[config.mk]
export PLATFORM = sky130hd
export DESIGN_NAME = flag_cond_unit
export DESIGN_NICKNAME = d
export VERILOG_FILES = /design/src/rtl/flag_cond_unit.sv
export SDC_FILE = /design/constraint.sdc
export NUM_CORES = 1
export LEC_CHECK = 0
export ABC_AREA = 1
export CORE_MARGIN = 3
export CORE_UTILIZATION = 40
export CTS_BUF_LIST = sky130_fd_sc_hd__clkbuf_4 sky130_fd_sc_hd__clkbuf_8
export DETAILED_ROUTE_END_ITERATION = 10
export HOLD_SLACK_MARGIN = 0.05
export PLACE_DENSITY = 0.69
export SETUP_SLACK_MARGIN = 0.02
export SLEW_MARGIN = 20
export SYNTH_ARGS = -nofsm -noshare
export SYNTH_HDL_FRONTEND = slang
export SYNTH_SLANG_ARGS = --single-unit
[constraint.sdc]
create_clock -name clk -period 2.06 [get_ports clk]
set_input_delay 0.206 -clock clk [delete_from_list [all_inputs] [get_ports clk]]
set_output_delay 0.206 -clock clk [all_outputs]
set_load 0.1 [all_outputs]
[src/rtl/flag_cond_unit.sv]
// flag_cond_unit
//   Sticky condition-flag bank with a branch/wait condition evaluator that
//   talks to the sequencer over a request/response valid/ready handshake.
//   Flags are set and cleared by datapath strobes. A request selects a flag,
//   or all-ones for "always true". The request can invert the test, block
//   until the condition holds (with an optional timeout), and consume the
//   flag when the condition is taken.
//
// Ports
//   clk, rst_n            rising-edge clock, synchronous active-low reset
//   flag_set / flag_clr   per-flag strobes (set wins over clear)
//   flag_q                registered flag bank
//   req_*                 condition request (valid/ready)
//   resp_*                response (valid/ready); taken / timeout outcome
module flag_cond_unit #(
  parameter  int SEL_W     = 3,
  parameter  int TMO_W     = 16,
  localparam int NUM_FLAGS = 2**SEL_W - 1
) (
  input  logic                 clk,
  input  logic                 rst_n,
  input  logic [NUM_FLAGS-1:0] flag_set,
  input  logic [NUM_FLAGS-1:0] flag_clr,
  output logic [NUM_FLAGS-1:0] flag_q,
  input  logic                 req_valid,
  output logic                 req_ready,
  input  logic [SEL_W-1:0]     req_sel,
  input  logic                 req_invert,
  input  logic                 req_wait,
  input  logic                 req_consume,
  input  logic [TMO_W-1:0]     req_timeout,
  output logic                 resp_valid,
  input  logic                 resp_ready,
  output logic                 resp_taken,
  output logic                 resp_timeout
);

  typedef enum logic [1:0] {S_IDLE, S_WAIT, S_RESP} state_t;

  state_t             state;
  logic [TMO_W-1:0]   cnt;
  logic [SEL_W-1:0]   cap_sel;
  logic               cap_invert;
  logic               cap_consume;

  // In IDLE the live request is evaluated; afterwards the captured copy.
  logic [SEL_W-1:0]   ev_sel;
  logic               ev_inv, ev_cons;
  logic               sel_all;
  logic [NUM_FLAGS:0] flag_ext;
  logic               cond;
  logic               go_take;
  logic               consume_en;
  logic [NUM_FLAGS-1:0] consume_mask;

  always_comb begin
    ev_sel  = cap_sel;
    ev_inv  = cap_invert;
    ev_cons = cap_consume;
    if (state == S_IDLE) begin
      ev_sel  = req_sel;
      ev_inv  = req_invert;
      ev_cons = req_consume;
    end
  end

  // Top entry of the extended vector is the hard "always true" slot, so the
  // all-ones select never indexes past the real flags.
  assign sel_all  = &ev_sel;
  assign flag_ext = {1'b1, flag_q};
  assign cond     = flag_ext[ev_sel] ^ (ev_inv & ~sel_all);

  // Taken transition into RESP happens on this edge.
  assign go_take    = cond & ((state == S_IDLE && req_valid) || state == S_WAIT);
  assign consume_en = go_take & ev_cons & ~ev_inv & ~sel_all;

  for (genvar i = 0; i < NUM_FLAGS; i++) begin : g_mask
    assign consume_mask[i] = consume_en && (ev_sel == SEL_W'(i));
  end

  always_ff @(posedge clk) begin
    if (!rst_n) flag_q <= '0;
    else        flag_q <= (flag_q & ~flag_clr & ~consume_mask) | flag_set;
  end

  always_ff @(posedge clk) begin
    if (!rst_n) begin
      state        <= S_IDLE;
      req_ready    <= 1'b1;
      resp_valid   <= 1'b0;
      resp_taken   <= 1'b0;
      resp_timeout <= 1'b0;
      cnt          <= '0;
      cap_sel      <= '0;
      cap_invert   <= 1'b0;
      cap_consume  <= 1'b0;
    end else begin
      case (state)
        S_IDLE: begin
          if (req_valid) begin
            cap_sel     <= req_sel;
            cap_invert  <= req_invert;
            cap_consume <= req_consume;
            req_ready   <= 1'b0;
            if (cond || !req_wait) begin
              state        <= S_RESP;
              resp_valid   <= 1'b1;
              resp_taken   <= cond;
              resp_timeout <= 1'b0;
            end else begin
              state <= S_WAIT;
              cnt   <= req_timeout;
            end
          end
        end
        S_WAIT: begin
          if (cond) begin
            state        <= S_RESP;
            resp_valid   <= 1'b1;
            resp_taken   <= 1'b1;
            resp_timeout <= 1'b0;
          end else if (cnt == TMO_W'(1)) begin
            state        <= S_RESP;
            resp_valid   <= 1'b1;
            resp_taken   <= 1'b0;
            resp_timeout <= 1'b1;
          end else if (cnt != '0) begin
            cnt <= cnt - TMO_W'(1);   // zero budget holds: wait forever
          end
        end
        S_RESP: begin
          if (resp_ready) begin
            state        <= S_IDLE;
            req_ready    <= 1'b1;
            resp_valid   <= 1'b0;
            resp_taken   <= 1'b0;
            resp_timeout <= 1'b0;
          end
        end
        default: begin
          state     <= S_IDLE;
          req_ready <= 1'b1;
        end
      endcase
    end
  end

endmodule

# After elaboration in Yosys (flattened, before gate mapping)
# Index checks and enable logic that the tools add are counted.
# word_totals
out_inout_bits	11
reg_bits	34
# op_classes
mux	35
n_lt_le_gt_ge	1
eq_ne	17
n_bitwise	14
reduce_logical	22
add_sub_neg	1
# op_table
operator	n
$mux 16	5
$pmux 16 s2	1
$mux 1	17
$eq 16x1->1 const B	1
$reduce_bool 16->1	1
$sub 16x1->16 const B	1
$and 7x7->7	2
$not 7->7	2
$pmux 1 s3	4
$mux 2	5
$ne 2x2->1 const B	5
$eq 3x3->1 const B	3
$reduce_and 3->1	3
$logic_and 1x1->1	8
$or 7x7->7	1
$eq 3x2->1 const B	2
$pmux 2 s3	1
$reduce_and 6->1	1
$and 1x1->1	5
$reduce_and 5->1	1
$lt 3x4->1 const B	1
$ne 2x1->1 const B	2
$bmux 1 s3	1
$eq 3x1->1 const B	1
13 further kinds	16

# Longest topological paths before layout
# depth
ltp_word	14
mapped_depth	19

# Least setup slack after synthesis
# No wires, ideal clock.
# synth_path
kind	register -> register
start	register flag_q[5]
end	register cnt[14]
path_buffers	1
arrival_time_ps	2162
setup_ps	113
slack_ps	-215
path_stages_with_launch	15
period_less_slack_ps	2275
cell_sequence	dfxtp_1 > nand3_1 > nand2_1 > nand2_1 > nand2_1 > nand2_2 > nand2_4 > nand2_2 > nand2_4 > nand2_2 > nand2_4 > nand3_4 > buf_6 > nor2_1 > nor2_1
# synth_between
elab_chain_len	6
elab_cells_between_ends	7
classes_between	2 x eq/ne; 2 x mux; 1 x bitwise; 2 x reduce/logical
# synth_rtl
element	line	text
from (decl)	24	output logic [NUM_FLAGS-1:0] flag_q,
from (signal assigned)	83	else flag_q <= (flag_q & ~flag_clr & ~consume_mask) | flag_set;
$bmux 1 s3 *	71	assign cond = flag_ext[ev_sel] ^ (ev_inv & ~sel_all);
$mux 1 (implied by the code) *	71	
$xor 1x1->1 *	71	
$logic_or 1x1->1	105	if (cond || !req_wait) begin
$ne 2x2->1 (no line)	--	
$reduce_and 6->1 (no line) *	--	
to (signal assigned)	112	cnt <= req_timeout;
to (signal assigned)	128	cnt <= cnt - TMO_W'(1);
to (decl)	41	logic [TMO_W-1:0] cnt;
# Every way passes the cells marked *; elsewhere a longest branch is shown, timed or not. The select of a mux whose other input is x is not followed.
# A chain may end at the register's enable or synchronous reset.

# Worst setup path after layout
# layout_path
start	register state[0]
end	register cnt[13]
# layout_between
elab_chain_len	9
elab_cells_between_ends	19
classes_between	6 x eq/ne; 5 x mux; 3 x bitwise; 5 x reduce/logical
# layout_rtl
element	line	text
from (decl)	40	state_t state;
from (signal assigned)	88	state <= S_IDLE;
from (signal assigned)	106	state <= S_RESP;
from (signal assigned)	111	state <= S_WAIT;
branches (longest 9 deep; another with $reduce_and 6->1)	--	
# Parallel ways; which one is timed is not known. The select of a mux whose other input is x is not followed.

==> impl_summary.txt <==
----------------------------------------------------
[Status]
  Status ... finished clean

[Placed design]
  Routability-driven placement congestion ratio ... 0.828
  Placed instance count ... 484
  Detailed Place HPWL ... 4250 um
  Post-placement cell area ... slightly below 0.003 mm^2
  Worst slack at placement ... -61.8 ps
  Buffers added on ports ... 50

[Min path]
  Min-delay worst type ... reg2reg
  Depth of the worst hold-timing path ... 2
  Worst min-delay path startpoint ... cap_invert
  Hold worst-path end ... cap_invert

[Synthesis]
  Syn Inst Count ... 349
  Post-synthesis simple-gate area fraction ... approximately 43%
  Yosys warns ... 0
  Netlist area before placement ... 0.00221 mm^2
  Primary FF master, synth ... sky130_fd_sc_hd__dfxtp_1
  Synth Area in XOR/XNOR ... 0%
  EDFF count, synth ... 0
  Number of nets in the synthesized netlist ... 391
  Post-synthesis sequential area ratio ... 30.9%
  Async set or reset register ratio after synthesis ... 0%
  Number of library cell types mapped by synthesis ... 29
  Compound-gate portion of the synthesized area ... 14.6%
  Mean Syn Cell Area ... around 6.3 um^2
  Main combinational cell family by area after synthesis ... simple AND/OR/NAND/NOR gates
  Number of storage elements in the synthesis netlist ... 34
  Share of synthesized area spent on multiplexers ... 0%
  Adder and majority gate portion of the synthesized area ... about 1.1%

[Global routing]
  Number of antenna violations at the first check in global routing ... 0
  Most crowded layer after global routing ... met2
  Largest net degree at the start of global routing ... 29
  Met1 demand-to-capacity share in global routing ... 22.0%
  Global Route met2 Usage ... 33.2%
  Number of global-route vias before repair ... 2,238
  First-pass GRT wire length ... roughly 9500 um
  Met3 track demand over resource in global routing ... 3.36%
  Aggregate global routing overflow ... 0
  Global Route Usage Sum ... between 10% and 20%

[STA]
  Max-slew violation count ... 0
  Number of setup violations in the final report ... 0
  Hold WS ... 451 ps
  Max Clock Skew ... ~7.2 ps
  Setup repair after global routing missed its margin ... true
  Final setup TNS ... 0 ps
  Transition time at the pin with the least slew margin ... 499 ps
  Total count of hold-check failures in the final report ... 0
  Worst-case headroom to the max-slew limit ... 66.7%
  Post-route clock period utilization ... 92.2%
  Worst-case setup margin in the final layout ... 162 ps
  FMAX ... 527 MHz
  Fin crit period ... 1900 ps

[Cells and area]
  Share of layout cells above drive strength 1 ... 19.8%
  Net count of the finished layout ... 463
  Sequential cell area ... around 700 um^2
  End-of-flow core utilization ... between 50% and 60%
  Post-route cell area ... 0.00303 mm^2
  Filler-free cell count of the finished design ... 490
  Filler cells ... 512
  Layout overhead on the synthesized area ... 37.3%
  Ant diodes ... 0
  Area occupied by multi-input gates ... 0.00132 mm^2

[Drt]
  Wirelength, routed ... 5590 um
  Detailed-route vias per instance ... 4.97
  DRC viols ... 0
  Vias post-DR ... 2,433
  Length of the first detailed-routing pass in iterations ... 5
  Number of violations reported at the end of detailed-routing iteration 0 ... about 140
  Post-route ant nets ... 0
  Wire per inst ... 11.4 um

[Job]
  Maximum capacitance violations ... 0

[Critical path]
  Type of destination of the critical path ... flip-flop
  Reg2Reg Depth ... 16
  CP Launch Type ... flip-flop
  Worst EP required ... around 2300 ps
  Register-to-register setup slack ... 160 ps
  Type of the worst setup path ... reg2reg
  Reg2reg start ... state[0]
  Highest net fanout along the worst path ... 28
  Reg-to-reg endpoint ... cnt[13]
  Data arrival time of the critical path ... 2110 ps

[Power and ir drop]
  Max VDD drop ... 0.550 mV
  Power per cell area ... 1510 mW/mm^2
  Internal power contribution ... 2.29 mW
  Proportion of power drawn by flip-flops and latches ... 22.4%
  NetSw ... 2.29 mW
  Switching power share of the total ... 49.9%
  Static leakage ... 1.44 nW
  Design Power ... ~4.6 mW
  Comb pwr share ... 67.0%
  Fraction of power consumed by the clock network ... 10.6%

[CTS]
  Root Buffer ... sky130_fd_sc_hd__clkbuf_8
  Number of H-tree levels ... 2
  Clock tree from TritonCTS ... done
  Total clock buffers created by CTS ... 5
  CTS hold repair buffers ... 0
  Clock Sink Count ... 34
  Maximum clock path buffer count ... 2
  Clock input transition at the sequential cells of the worst setup and hold paths ... around 70 ps
  Clock latency of the later-clocked register in the worst-skew pair ... 280 ps

[Floorplanning]
  Top-level port count ... 51
  Placeable core region ... 0.00520 mm^2
  Die boundary height ... ~80 um
  Chip Width ... around 80 um
  Starting Density ... a little over two fifths
  Number of core rows ... 26
  Die footprint ... 0.00644 mm^2

----------------------------------------------------
-- power by group through the flow --
stage / Sequential (mW) / Combinational (mW) / Clock, mW
after floorplan: 1.29 / 1.79 / 0
after global placement: 1.03 / 2.92 / 0
after detailed placement: 1.03 / 2.96 / 0
after CTS: 1.02 / 2.97 / 0.501
after global routing: 1.05 / 3.43 / 0.534
final: 1.03 / 3.07 / 0.484
-- cell usage in the layout (no fill, tap or decap), drive strengths merged --
| master | instances |
|---|---|
| ha | 2 |
| a21oi | 18 |
| nor2 | 61 |
| o31ai | 2 |
| nor3 | 4 |
| a22o | 1 |
| clkdlybuf4s50 | 39 |
| nand4 | 13 |
| a211oi | 2 |
| o22a | 2 |
| dfxtp | 34 |
| nand3b | 7 |
| buf | 37 |
| nand2 | 101 |
| a221oi | 1 |
| clkbuf | 6 |
| o21ai | 21 |
| a31oi | 7 |
| nand3 | 19 |
| inv | 43 |
-- cell usage after synthesis (6+ instances only) --
cell type                  count  area [um^2]
sky130_fd_sc_hd__nand2_2       7         43.8
sky130_fd_sc_hd__dfxtp_1      34          681
sky130_fd_sc_hd__nand3b_1      7         52.6
sky130_fd_sc_hd__a31oi_1       7         43.8
sky130_fd_sc_hd__inv_1        41          154
sky130_fd_sc_hd__nand3_1      17         85.1
sky130_fd_sc_hd__nand4_1      13         81.3
sky130_fd_sc_hd__o21ai_0      18         90.1
sky130_fd_sc_hd__clkbuf_1      6         22.5
sky130_fd_sc_hd__a21oi_1      17         85.1
sky130_fd_sc_hd__nor2_1       60          225
sky130_fd_sc_hd__nand2_1      88          330
sky130_fd_sc_hd__nand2_4       6         67.6
-- worst max-delay path by stage --
stage                    start      end  slack [ps]  depth (start not counted)
CTS                   state[1]   cnt[7]          70                         16
detailed placement  req_sel[1]   cnt[7]         -60                         17
finish                state[0]  cnt[13]         160                         16
global route          state[1]  cnt[12]         -60                         17
global placement    req_sel[1]   cnt[9]         -10                         17
floorplan            flag_q[5]  cnt[14]         120                         14
-- routing by layer --
metal  vias up  routed length, um
li1       1272                  -
met1      1091               2470
met2        61               2740
met3         9                307
met4         0                 65
met5         -                  0
-- cells by family after synthesis --
kind of cell | Yosys count
flip-flops | 34
adder cells (fa/ha/maj) | 2
AND/OR/NAND/NOR | 205
buffers and inverters | 54
AO/OA/AOI/OAI | 54
-- worst max-delay path, cell delays in order, from the launching register on --
cell                      delay [ps]
sky130_fd_sc_hd__dfxtp_2         340
sky130_fd_sc_hd__nor2_4          150
sky130_fd_sc_hd__nand2_1          80
sky130_fd_sc_hd__o21ai_2         110
sky130_fd_sc_hd__inv_2           100
sky130_fd_sc_hd__nor2_2          100
sky130_fd_sc_hd__nand2_1          60
sky130_fd_sc_hd__nand2_1          90
sky130_fd_sc_hd__inv_1            60
sky130_fd_sc_hd__nand2_2          80
sky130_fd_sc_hd__nand2_4          70
sky130_fd_sc_hd__nand2_2          70
sky130_fd_sc_hd__nand2_4          60
sky130_fd_sc_hd__nand3_4          80
sky130_fd_sc_hd__buf_12          170
sky130_fd_sc_hd__nand2_1          80
sky130_fd_sc_hd__a21oi_2         120
-- flip-flops by register name, indices dropped and copies added (netlist names) --
register	count
flag_q	7
cap_sel	3
resp_valid	1
req_ready	1
cnt	16
resp_taken	1
cap_consume	1
cap_invert	1
resp_timeout	1
state	2
-- repair_timing --
| item | 4_1_cts | 5_1_grt |
|---|---|---|
| resized for setup | 0 | 15 |
| buffers inserted | 0 | 0 |
| endpoints found under the setup margin | 0 | 23 |
-- cell type report --
cell class | count | share of cell area [%]
multi-input cells | 261 | 43.6
flip-flops and latches | 34 | 22.8
repair buffers | 76 | 22.6
inverters | 43 | 5.33
well taps | 70 | 2.89
clock buffers | 6 | 2.73
(Power assumes the default switching activity.)
